===== config.mk =====
export PLATFORM = sky130hd
export DESIGN_NAME = blink_sched
export DESIGN_NICKNAME = d
export VERILOG_FILES = /design/src/rtl/blink_sched_pkg.sv /design/src/rtl/blink_sched_rr_arbiter.sv /design/src/rtl/blink_sched.sv
export SDC_FILE = /design/constraint.sdc
export NUM_CORES = 1
export LEC_CHECK = 0
export CORE_ASPECT_RATIO = 1.75
export CORE_MARGIN = 1
export CORE_UTILIZATION = 40
export CTS_BUF_LIST = sky130_fd_sc_hd__clkbuf_2
export DETAILED_ROUTE_END_ITERATION = 6
export SYNTH_ARGS = -nofsm -noshare
export SYNTH_HDL_FRONTEND = slang
export SYNTH_HIERARCHICAL = 1
export SYNTH_SLANG_ARGS = --single-unit

===== constraint.sdc =====
create_clock -name clk -period 9.85 [get_ports clk]
set_clock_uncertainty 0.2 [all_clocks]
set_input_delay 1.97 -clock clk [delete_from_list [all_inputs] [get_ports clk]]
set_output_delay 1.97 -clock clk [all_outputs]
set_load 0.005 [all_outputs]

===== src/rtl/blink_sched_pkg.sv =====
// Shared types and helpers for the blink scheduler (counter width, channel count, tap select).
package blink_sched_pkg;

  localparam int unsigned CNT_W_DEF = 27;
  localparam int unsigned NCH_DEF   = 4;
  localparam int unsigned SEL_W     = 5;

  typedef logic [SEL_W-1:0] sel_t;

  // Out-of-range taps collapse onto the slowest real tap.
  function automatic sel_t clamp_sel(input sel_t sel, input int unsigned cnt_w);
    return (32'(sel) >= cnt_w) ? SEL_W'(cnt_w - 1) : sel;
  endfunction

endpackage


===== src/rtl/blink_sched_rr_arbiter.sv =====
// Round-robin arbiter: one-hot combinational grant, search starts at the index after the last grant.
module rr_arbiter #(
  parameter int unsigned N = 4
) (
  input  logic         clk,
  input  logic         rst,
  input  logic [N-1:0] req,
  output logic [N-1:0] gnt_c
);

  localparam int unsigned PTR_W = (N > 1) ? $clog2(N) : 1;

  logic [PTR_W-1:0] ptr;
  logic [PTR_W-1:0] ptr_nxt;
  logic             found;
  int unsigned      idx;

  // Walk the requesters in rotated order and take the first one asserted.
  always_comb begin
    gnt_c   = '0;
    ptr_nxt = ptr;
    found   = 1'b0;
    idx     = 0;
    for (int unsigned k = 0; k < N; k++) begin
      idx = 32'(ptr) + k;
      if (idx >= N) idx = idx - N;
      for (int unsigned i = 0; i < N; i++) begin
        if (!found && (idx == i) && req[i]) begin
          gnt_c[i] = 1'b1;
          found    = 1'b1;
          ptr_nxt  = (i == N - 1) ? PTR_W'(0) : PTR_W'(i + 1);
        end
      end
    end
  end

  always_ff @(posedge clk or negedge rst) begin
    if (!rst) ptr <= '0;
    else if (found) ptr <= ptr_nxt;
  end

endmodule


===== src/rtl/blink_sched.sv =====
// LED blink scheduler: one shared counter, per-channel divide taps updated via req/ack at wrap points.
// Optional wrap pulse output enabled by defining BLINK_SCHED_TICK_EN.
module blink_sched
  import blink_sched_pkg::*;
#(
  parameter int unsigned CNT_W = CNT_W_DEF,
  parameter int unsigned NCH   = NCH_DEF
) (
  input  logic                 clk,
  input  logic                 rst,
  input  logic                 en,
  input  logic [NCH-1:0]       cfg_req,
  input  logic [NCH*SEL_W-1:0] cfg_sel,
  output logic [NCH-1:0]       cfg_ack,
  output logic [NCH-1:0]       busy,
  output logic [NCH-1:0]       led
`ifdef BLINK_SCHED_TICK_EN
  ,
  output logic                 tick
`endif
);

  logic [CNT_W-1:0] cnt;
  sel_t             act_sel  [NCH];
  sel_t             pend_sel [NCH];
  logic [NCH-1:0]   pend;
  logic [NCH-1:0]   elig_c;
  logic [NCH-1:0]   gnt_c;
  logic [NCH-1:0]   apply_c;
  sel_t             m;
  logic             ones;

  assign elig_c = cfg_req & ~pend & ~cfg_ack;
  assign busy   = pend;

  rr_arbiter #(.N(NCH)) u_arb (
    .clk   (clk),
    .rst   (rst),
    .req   (elig_c),
    .gnt_c (gnt_c)
  );

  // A pending tap lands when every counter bit up to the wider of the two taps is set,
  // so both taps are low right after the edge.
  always_comb begin
    apply_c = '0;
    m       = '0;
    ones    = 1'b0;
    for (int unsigned c = 0; c < NCH; c++) begin
      m    = (act_sel[c] > pend_sel[c]) ? act_sel[c] : pend_sel[c];
      ones = 1'b1;
      for (int unsigned b = 0; b < CNT_W; b++) begin
        if ((SEL_W'(b) <= m) && !cnt[b]) ones = 1'b0;
      end
      apply_c[c] = en && pend[c] && ones;
    end
  end

  always_ff @(posedge clk or negedge rst) begin
    if (!rst) begin
      cnt     <= '0;
      cfg_ack <= '0;
      pend    <= '0;
      for (int unsigned c = 0; c < NCH; c++) begin
        act_sel[c]  <= SEL_W'(CNT_W - 1);
        pend_sel[c] <= SEL_W'(CNT_W - 1);
      end
    end else begin
      if (en) cnt <= cnt + CNT_W'(1);
      cfg_ack <= gnt_c;
      for (int unsigned c = 0; c < NCH; c++) begin
        if (gnt_c[c]) begin
          pend_sel[c] <= clamp_sel(cfg_sel[c*SEL_W +: SEL_W], CNT_W);
          pend[c]     <= 1'b1;
        end else if (apply_c[c]) begin
          act_sel[c] <= pend_sel[c];
          pend[c]    <= 1'b0;
        end
      end
    end
  end

  // Tap mux straight off registered state; no extra flop on led.
  always_comb begin
    led = '0;
    for (int unsigned c = 0; c < NCH; c++) begin
      for (int unsigned b = 0; b < CNT_W; b++) begin
        if (act_sel[c] == SEL_W'(b)) led[c] = cnt[b];
      end
    end
  end

`ifdef BLINK_SCHED_TICK_EN
  always_ff @(posedge clk or negedge rst) begin
    if (!rst) tick <= 1'b0;
    else      tick <= en && (cnt == '1);
  end
`endif

endmodule


---- Word-level counts from Yosys, hierarchy flattened ----
Index checks and enable logic that the tools add are counted.
W data, S select, Z words.
storage, ports and cells
  input bits .............................. 27
  output and inout bits ................... 12
  register bits after elaboration ......... 77
  word-level logic and storage cells ...... 757
operators by class
  equality and inequality tests ........... 116
  bitwise logic cells ..................... 8
  magnitude comparators ................... 120
  mux-type cells .......................... 283
  reduce and logical (&&, ||, !) cells .... 207
  add/subtract/negate cells ............... 8
operator list
  operator                 number
  $eq A32 B2 Y1 const B    8
  $mux W1                  255
  $eq A5 B5 Y1 const B     44
  $le A5 B5 Y1 const A     44
  $eq A5 B4 Y1 const B     32
  $le A4 B5 Y1 const A     32
  $logic_and A1 B1 Y1      147
  $eq A32 B1 Y1 const B    4
  $logic_not A32 Y1        4
  $mux W32                 4
  $ge A32 B3 Y1 const B    3
  $sub A32 B3 Y32 const B  3
  $eq A5 B3 Y1 const B     16
  $le A3 B5 Y1 const A     16
  $logic_not A1 Y1         42
  $eq A5 B2 Y1 const B     8
  $le A1 B5 Y1 const A     8
  $le A2 B5 Y1 const A     8
  $mux W5                  8
  $mux W2                  16
  $add A27 B1 Y27 const B  1
  $eq A5 B1 Y1 const B     4
  $ge A5 B5 Y1 const B     4
  $gt A5 B5 Y1             4
  11 further kinds         27

---- Depth between registers and ports, before layout ----
Gate-level depths: netlist of the first run.
  depth after elaboration ................. 67
  mapped depth ............................ 14
  mapped depth without buffers ............ 11

---- By module ----
The synthesis of the first run kept the hierarchy.
by module, submodules not included
  module       times used  area each (um2)  cells each
  blink_sched  1           7602.3           988
  rr_arbiter   1           217.7            29

---- Worst setup path before layout of the first run ----
OpenSTA, ideal clock, no wires.
  path type ............................... input port to flip-flop
  start ................................... input cfg_req[2]
  end ..................................... register act_sel[12] (netlist name)
  stages .................................. 10
  arrival time ............................ 4.262 ns
  setup slack ............................. 5.263 ns
  cells stage by stage .................... nor3b_1 > nor2b_4 > o21ai_1 > and3_1 > nand4b_1 > a41oi_1 > o21ai_1 > a2111oi_2 > nand3_4 > mux2_4
between the ends
  longest elaborated chain between the ends .. 50
ends and longest elaborated chain
  element                           line                          text
  start, declared                   blink_sched.sv:12             input logic [NCH-1:0] cfg_req,
  $and A4 B4 Y4 * (2 in a row)      blink_sched.sv:33             assign elig_c = cfg_req & ~pend & ~cfg_ack;
  $logic_and A1 B1 Y1               blink_sched_rr_arbiter.sv:28  if (!found && (idx == i) && req[i]) begin
  $mux W1                           blink_sched_rr_arbiter.sv:28
  $logic_not A1 Y1                  blink_sched_rr_arbiter.sv:28
  $logic_and A1 B1 Y1 (2 in a row)  blink_sched_rr_arbiter.sv:28
  $mux W1                           blink_sched_rr_arbiter.sv:28
  $logic_not A1 Y1                  blink_sched_rr_arbiter.sv:28
  $logic_and A1 B1 Y1 (2 in a row)  blink_sched_rr_arbiter.sv:28
  [30 not listed]                   n/a
  $logic_and A1 B1 Y1 (2 in a row)  blink_sched_rr_arbiter.sv:28
  $mux W1                           blink_sched_rr_arbiter.sv:28
  $logic_not A1 Y1                  blink_sched_rr_arbiter.sv:28
  $logic_and A1 B1 Y1 (2 in a row)  blink_sched_rr_arbiter.sv:28
  $mux W1 *                         blink_sched_rr_arbiter.sv:28
  named net gnt_c[1]                blink_sched.sv:28             logic [NCH-1:0] gnt_c;
  $not A1 Y1 (no line) *            n/a
  $reduce_and A2 Y1 (no line) *     n/a
  end signal, assigned by index     blink_sched.sv:65             act_sel[c] <= SEL_W'(CNT_W - 1);
  end signal, assigned by index     blink_sched.sv:76             act_sel[c] <= pend_sel[c];
  end, declared                     blink_sched.sv:24             sel_t act_sel [NCH];
The timed path passes the listed nets; every way through them passes the cells marked *.
A chain may end at the register's enable or synchronous reset.

---- Worst setup path in the final report of the first run ----
  start ................................... register act_sel[1] (netlist name)
  end ..................................... output led[3]
between the ends
  longest elaborated chain between the ends .. 28
ends and longest elaborated chain
  element                line               text
  $logic_not A5 Y1       blink_sched.sv:88  if (act_sel[c] == SEL_W'(b)) led[c] = cnt[b];
  $mux W1 (26 in a row)  blink_sched.sv:88
  $mux W1 *              blink_sched.sv:88
  end, declared          blink_sched.sv:16  output logic [NCH-1:0] led
Every way passes the cells marked *; elsewhere a longest branch is shown, timed or not.

==> summary.md, run 1 <==
| Metric | Value |
|---|---|
| Status | finished clean |
| Initial antenna violation count | 1 |
| Post-synthesis compound-gate area fraction | 0.2934 |
| Hold Path Cell Cnt | 2 |
| Hold buffers post-CTS | 0 |
| Final Hold Fails | 0 |
| Via/cell ratio | about 6.6 |
| Fmax | approximately 160 MHz |
| Post-route antenna net violation count | 0 |
| Post-synthesis simple-gate area fraction | 0.2318 |
| First-pass GRT wire length | around 43 mm |
| Postcts setup bufs | 0 |
| Layout cells sized above 1 | 0.1128 |
| Most common cell on crit path | a21oi_1 |
| Die span in y | approximately 190 µm |
| Placement row count | between 60 and 70 |
| Worst EP required | between 7 and 8 ns |
| Crit path launch type | register |
| Initial DRC count | between 500 and 600 |
| Syn-to-layout area delta | 5.744% |
| Global route overflow | 0 |
| Setup TNS Final | 0 ns |
| Final period utilization | 0.6157 |
| Core box area | between 15000 and 20000 µm² |
| Post-synth ARST share | 1.000 |
| Post-CTS sizing | 0 |
| CTS H-tree depth | 3 |
| Max Cap Viol | 0 |
| CP max-delay cell | dfstp_2 |
| Critical Path End Type | primary output |
| Fin. max-slew vios | 0 |
| Main flop type after synthesis | dfrtp_1 |
| CP endpoint | led[3] |
| Final setup vio count | 0 |
| Crit path max-delay family | simple AND/OR/NAND/NOR gates |
| Initial core utilization | 0.4091 |
| RSZ-0062 raised after global routing | no |
| Min-delay worst type | register to register |
| Synth Area in Adders | 0.03360 |
| Port-buffer cells | 38 |
| Buffers & Inverters on Critical Path | 1 |
| Worst-Margin Slew | about 1.0 ns |
| Drt pass-1 iters | 6 |
| Pwr Density | 223.0 nW/µm² |
| Post-synthesis register bit count | between 70 and 80 |
| Num ports | 39 |
| TritonCTS clock tree | yes |
| Static Leak | between 3 and 4 nW |
| Crit Path Max Fanout | 26 |
| Clock tree root buffer cell | clkbuf_2 |
| Die Area | 20140 µm² |
| Largest net degree at the start of global routing | approximately 70 |
| Reg clk slew, reported paths | 0.23 ns |
| Crit path time final | ~6.1 ns |
| Yosys cell types | 98 |
| Critical path depth | 10 |
| Commonest cells after routing, fill and taps aside | nand2_1, nor2_1, o21ai_0, a21oi_1, dfrtp_1 |
| Syn Nets | approximately 1100 |
| Comb pwr share | 0.574 |
| Multiplexer share of the synthesized area | 0.09264 |
| # DRC | 0 |
| Worst slew margin | 0.3218 |
| Setup CP Type | register to primary output |
| Fillers | ~2000 |
| Area of the mapped netlist | around 8000 µm² |
| Metal-1 WL | 10.15 mm |
| Critical Path AT | ~3.9 ns |
| CP max stage delay | 0.91 ns |
| Die span in x | around 110 µm |
| Placer Congestion | 0.9517 |
| Register share of total power | 0.338 |
| Number of global-route vias before repair | a little under 8000 |
| Insertion delay to the later sink of the worst-skew pair | approximately 0.63 ns |
| Routed length per instance | 22.39 µm |
| Reg2reg end | act_sel[17] |
| XOR/XNOR share of the synthesized area | 0.02912 |
| Switching Share | 0.5174 |
| Worst vdd ir | ~0.11 mV |
| Maximum root-to-sink buffer count | 2 |
| Total Wirelength | between 20 and 30 mm |
| Int Pwr | 0.8899 mW |
| Crit. Startpoint | act_sel[1] |
| Via count | between 8000 and 9000 |
| GRT Overall Usage | 0.2796 |
| Clock share of power | 0.088 |
| TritonCTS buffer count | 9 |
| DR top layer | met4 |
| Syn. warnings | 6 |
| Dpl cell area | approximately 8000 µm² |
| NetSw | 0.9542 mW |
| Worst-path cell chain | nand2_1, or4b_2, a21oi_1, nor2b_1, a311oi_1, o221ai_1, a32oi_1, a21oi_1, a41o_1, clkdlybuf4s50_1 |
| Number of flops mapped to enable cells by yosys | 0 |
| Hpwl dp | ~19 mm |
| Mapped Avg Cell Area | just under 8 µm² |
| Final Cell Area | 8269 µm² |
| RR Startpoint | act_sel[15] |
| Most common cell after layout, fill and taps aside | nand2_1 |
| Reg2Reg Depth | 11 |
| Sequential fraction of the synthesis area | 0.2502 |
| Gate Count Post-Synth | slightly above 1000 |
| Met2 WL | between 10 and 15 mm |
| Clk sinks | 77 |
| Combinational family with the most area after synthesis | compound AO/OA/AOI/OAI gates |
| Reg2reg setup slack | just over 5 ns |
| Nets | a little over 1000 |
| Met3 wire len | about 1.7 mm |
## final cells by class
cell class	instances	area, µm²	share of cell area
Multi-Input combinational cell	802	5323	0.6437
Tap cell	241	301.5	0.03647
Sequential cell	77	1957	0.2366
Inverter	44	165.2	0.01997
Antenna cell	1	2.502	0.0003026
Clock buffer	10	50.05	0.006052
Timing Repair Buffer	45	430.4	0.05205
Clock inverter	6	40.04	0.004842
## cells in the mapped netlist, types with 7 or more instances
library cell,count,share of area
dfstp_2,24,0.081
inv_1,41,0.020
nand2_1,97,0.047
o21ai_1,8,0.0051
clkbuf_1,79,0.038
nor4_1,10,0.0080
nor2b_1,13,0.010
o31ai_1,8,0.0077
dfrtp_1,53,0.17
and3_1,16,0.013
nor2_1,81,0.039
o22ai_1,9,0.0072
a211oi_1,13,0.012
nor3_1,31,0.020
o211ai_1,17,0.016
mux2i_1,35,0.045
nand2b_1,10,0.0080
mux2_2,22,0.032
ha_1,21,0.034
o21ai_0,76,0.049
nand3_1,42,0.027
xnor2_1,21,0.024
a31oi_1,21,0.017
o21a_1,10,0.0096
buf_2,9,0.0058
nand4_1,18,0.014
a21oi_1,61,0.039
nor3b_1,7,0.0067
## logic make-up (layout without fill, tap and decap cells)
group                      after synthesis  after routing
other                                    0              1
muxes                                   64             64
AOI/OAI and AO/OA                      330            330
DFF                                     77             77
buffers and inverters                  138            105
xor gates and xnor gates                26             26
and+or+nand+nor                        361            361
adders and majority gates               21             21
## routing by layer
layer  GRT usage  vias up
met5           0        -
met4      0.2218        0
met3     0.04077      155
met2      0.4569      389
met1      0.3202     3826
li1            -     3715
## sequential cells by signal (all words and copies together) (netlist names)
register	count
busy	4
pend_sel	20
act_sel	20
cnt	27
u_arb/ptr	2
cfg_ack	4
## per-stage QoR
stage | util | setup slack [ns] | std cells | power (mW) | hold WS (ns)
3_3_place_gp | 0.4278 | 4.364 | 1209 | 1.666 | 0.3476
2_1_floorplan | - | 5.263 | 1017 | 1.375 | 0.2978
6_report | 0.4326 | 3.786 | 1226 | 1.844 | 0.3710
3_5_place_dp | 0.4278 | 4.274 | 1209 | 1.668 | 0.3488
4_1_cts | 0.4325 | 3.775 | 1225 | 1.836 | 0.3762
5_1_grt | 0.4326 | 3.508 | 1226 | 1.982 | 0.4206
## worst min-delay path by stage
stage	startpoint	endpoint	slack, ns
after floorplan	pend_sel[19]	pend_sel[19]	0.30
after global placement	pend_sel[16]	pend_sel[16]	0.35
after detailed placement	pend_sel[16]	pend_sel[16]	0.35
after CTS	pend_sel[16]	pend_sel[16]	0.38
after global routing	pend_sel[16]	pend_sel[16]	0.42
final	pend_sel[19]	pend_sel[19]	0.37
## worst reg2reg max path: stages, from the launching register on
cell	delay (ns)
dfrtp_1	0.86
clkinv_1	0.47
ha_1	0.33
nand2b_1	0.15
a21oi_2	0.23
nor4_1	0.09
a311oi_2	0.87
a21boi_0	0.28
o21ai_0	0.10
a32o_1	0.30
nor3_2	0.47
mux2_2	0.39
## power by group through the flow
stage | Sequential, mW | Clock, mW | Combinational, mW
2_1_floorplan | 0.453 | 0 | 0.923
3_3_place_gp | 0.625 | 0 | 1.04
3_5_place_dp | 0.623 | 0 | 1.05
4_1_cts | 0.617 | 0.168 | 1.05
5_1_grt | 0.637 | 0.176 | 1.17
6_report | 0.623 | 0.163 | 1.06
(Power assumes the default switching activity.)
==> inputs of run 2 (changes only) <==
==> constraint.sdc (replaced) <==
create_clock -name clk -period 4.9 [get_ports clk]
set_clock_uncertainty 0.2 [all_clocks]
set_input_delay 0.98 -clock clk [delete_from_list [all_inputs] [get_ports clk]]
set_output_delay 0.98 -clock clk [all_outputs]
set_load 0.005 [all_outputs]
==> run 2 against run 1 <==
- sequential power rose by 88%
- utilization grew 1.7 points
- flip-flop and latch count unchanged
==> summary.md, run 2 (synthesis gave the netlist of run 1 again) <==
| Metric | Value |
|---|---|
| Hold Slack | 0.2472 ns (-0.1239 ns) |
| Die span in x | 107.7 µm (unchanged) |
| TritonCTS buffer count | 9 (unchanged) |
| Min-delay worst type | primary input to asynchronous set/reset pin |
| Die span in y | 187.0 µm (unchanged) |
| Hold buffers post-CTS | 0 (unchanged) |
| Critical Path AT | 3.58 ns (-0.31 ns) |
| Sequential cell area | 1968 µm² (+0.58%) |
| Critical Path End Type | primary output |
| Largest regs | cnt: 27 flops, act_sel: 20 flops, pend_sel: 20 flops |
| Busiest grt layer | met2 |
| Comb pwr share | 0.591 (+0.017) |
| Placement row count | 67 (unchanged) |
| Initial DRC count | 597 (+7.0%) |
| Die Area | 20140 µm² (unchanged) |
| Num ports | 39 (unchanged) |
| Power, Total | 3.825 mW (+110%) |
| Via/cell ratio | 6.507 (-1.3%) |
| Worst vdd ir | 0.2246 mV (+110%) |
| Met3 Usage GRT | 0.04077 (unchanged) |
| Final setup vio count | 0 (unchanged) |
| Max reg flops | 27 (unchanged) |
| Setup TNS Final | 0 ns (unchanged) |
| Fin. max-slew vios | 0 (unchanged) |
| Worst slack, placed | 0.7000 ns (-3.574 ns) |
| Final Hold Fails | 0 (unchanged) |
| Pwr Density | 444.7 nW/µm² (+99%) |
| Worst slew margin | 0.3064 (-0.01537) |
| Status | finished clean |
| Layout cells sized above 1 | 0.1486 (+0.03578) |
| Routed length per instance | 22.18 µm (-0.93%) |
| Clk sinks | 77 (unchanged) |
| Initial core utilization | 0.4091 (unchanged) |
| Post-route setup slack | 0.1429 ns (-3.643 ns) |
| Clock share of power | 0.103 (+0.015) |
| Clock tree root buffer cell | clkbuf_2 |
| Syn-to-layout area delta | 9.984% |
| Initial antenna violation count | 1 (unchanged) |
| Maximum root-to-sink buffer count | 2 (unchanged) |
| Max Cap Viol | 0 (unchanged) |
| Crit path time final | about 4.8 ns |
| Int Pwr | 1.891 mW (+110%) |
| Static Leak | 3.396 nW (+7.0%) |
| Worst-Margin Slew | 1.040 ns (+0.02305 ns) |
| Most common cell after layout, fill and taps aside | nand2_1 |
| TritonCTS clock tree | yes |
| Number of global-route vias before repair | 7978 (+3.0%) |
| Fmax | about 210 MHz |
| Placer Congestion | 0.9503 (-0.15%) |
| Fillers | 1973 (+0.25%) |
| Drt pass-1 iters | 5 (-1) |
| Area of the multi-input gates | 5326 µm² (about the same) |
| Hpwl dp | 19.91 mm (+4.3%) |
| Met2 Usage GRT | 0.4771 (+0.02022) |
| Setup CP Type | register to primary output |
| Insertion delay to the later sink of the worst-skew pair | 0.65 ns (+0.02 ns) |
| Nets | 1066 (+3.8%) |
| Crit path launch type | register |
| RSZ-0062 raised after global routing | no |
| Via count | 8231 (+1.8%) |
| Most flops, register | cnt |
| Largest net degree at the start of global routing | 78 (+9.9%) |
| GR met1 Demand/Resource | 0.3097 (-0.01056) |
| Post-route antenna net violation count | 0 (unchanged) |
| Total Wirelength | 28.06 mm (+2.2%) |
| Final period utilization | 0.9708 |
| Reg clk slew, reported paths | 0.28 ns (+0.05 ns) |
| Register share of total power | 0.306 (-0.032) |
| Core box area | 19110 µm² (unchanged) |
| NetSw | 1.934 mW (+100%) |
| Crit Path Max Fanout | 13 (-50%) |
| GRT Overall Usage | 0.2830 (+0.003387) |
| Worst EP required | 3.72 ns (-3.96 ns) |
| # DRC | 0 (unchanged) |
| CTS H-tree depth | 3 (unchanged) |
| First-pass GRT wire length | 43.57 mm (+0.62%) |
| Global route overflow | 0 (unchanged) |
| Port-buffer cells | 38 (unchanged) |
| Commonest cells after routing, fill and taps aside | nand2_1, nor2_1, o21ai_0, a21oi_1, dfrtp_1 |
| Switching Share | 0.5056 (-0.01186) |
## run 2: power by group through the flow
stage	clock network, mW	registers, mW	logic [mW]
6_report	0.394	1.17	2.26
3_5_place_dp	0	1.17	2.23
3_3_place_gp	0	1.18	2.22
2_1_floorplan	0	0.910	1.85
4_1_cts	0.401	1.16	2.23
5_1_grt	0.424	1.19	2.48
## run 2: per-stage QoR
step / utilization / cell area, µm² / cells
floorplan: - / 7820 / 1017
global placement: 0.4412 / 8432 / 1243
detailed placement: 0.4412 / 8432 / 1243
CTS: 0.4471 / 8546 / 1259
global route: 0.4500 / 8601 / 1265
finish: 0.4500 / 8601 / 1265
## run 2: final timing paths
kind	startpoint	endpoint	cells past startpoint	slack, ns
max	cnt[3]	led[2]	10	0.14
min	rst	pend_sel[17]	1	0.25
max reg2reg	pend_sel[3]	act_sel[1]	10	0.76
min reg2reg	pend_sel[16]	pend_sel[16]	2	0.37
max in group asynchronous	rst	pend_sel[7]	1	3.55
min in group clk	pend_sel[16]	pend_sel[16]	2	0.37
## run 2: layer usage
| layer | vias to the layer above | share of wire |
|---|---|---|
| met5 | - | 0 |
| met2 | 348 | 0.50 |
| met4 | 0 | 0.078 |
| met1 | 3963 | 0.37 |
| li1 | 3790 | - |
| met3 | 130 | 0.052 |
## run 2: timing repair
action,in CTS,in global routing
setup buffers,0,5
hold endpoints to repair,0,0
endpoints found under the setup margin,0,4
gates resized for setup,0,4
## run 2: cell type report
class	count	share of cell area
Multi-Input combinational cell	802	0.6193
Sequential cell	77	0.2288
Timing Repair Buffer	84	0.08408
Tap cell	241	0.03506
Inverter	44	0.01920
Clock inverter	6	0.007419
Clock buffer	10	0.005819
Antenna cell	1	0.0002910
## run 2: critical path, cell delays in order, from the launching register on
cell	delay, ns
dfrtp_1	0.67
mux4_2	0.55
nand2b_1	0.08
a21oi_1	0.07
o21ai_0	0.16
a21oi_1	0.10
a211oi_1	0.22
nor3_1	0.11
a2111oi_0	0.43
a21oi_1	0.08
clkdlybuf4s50_1	0.46
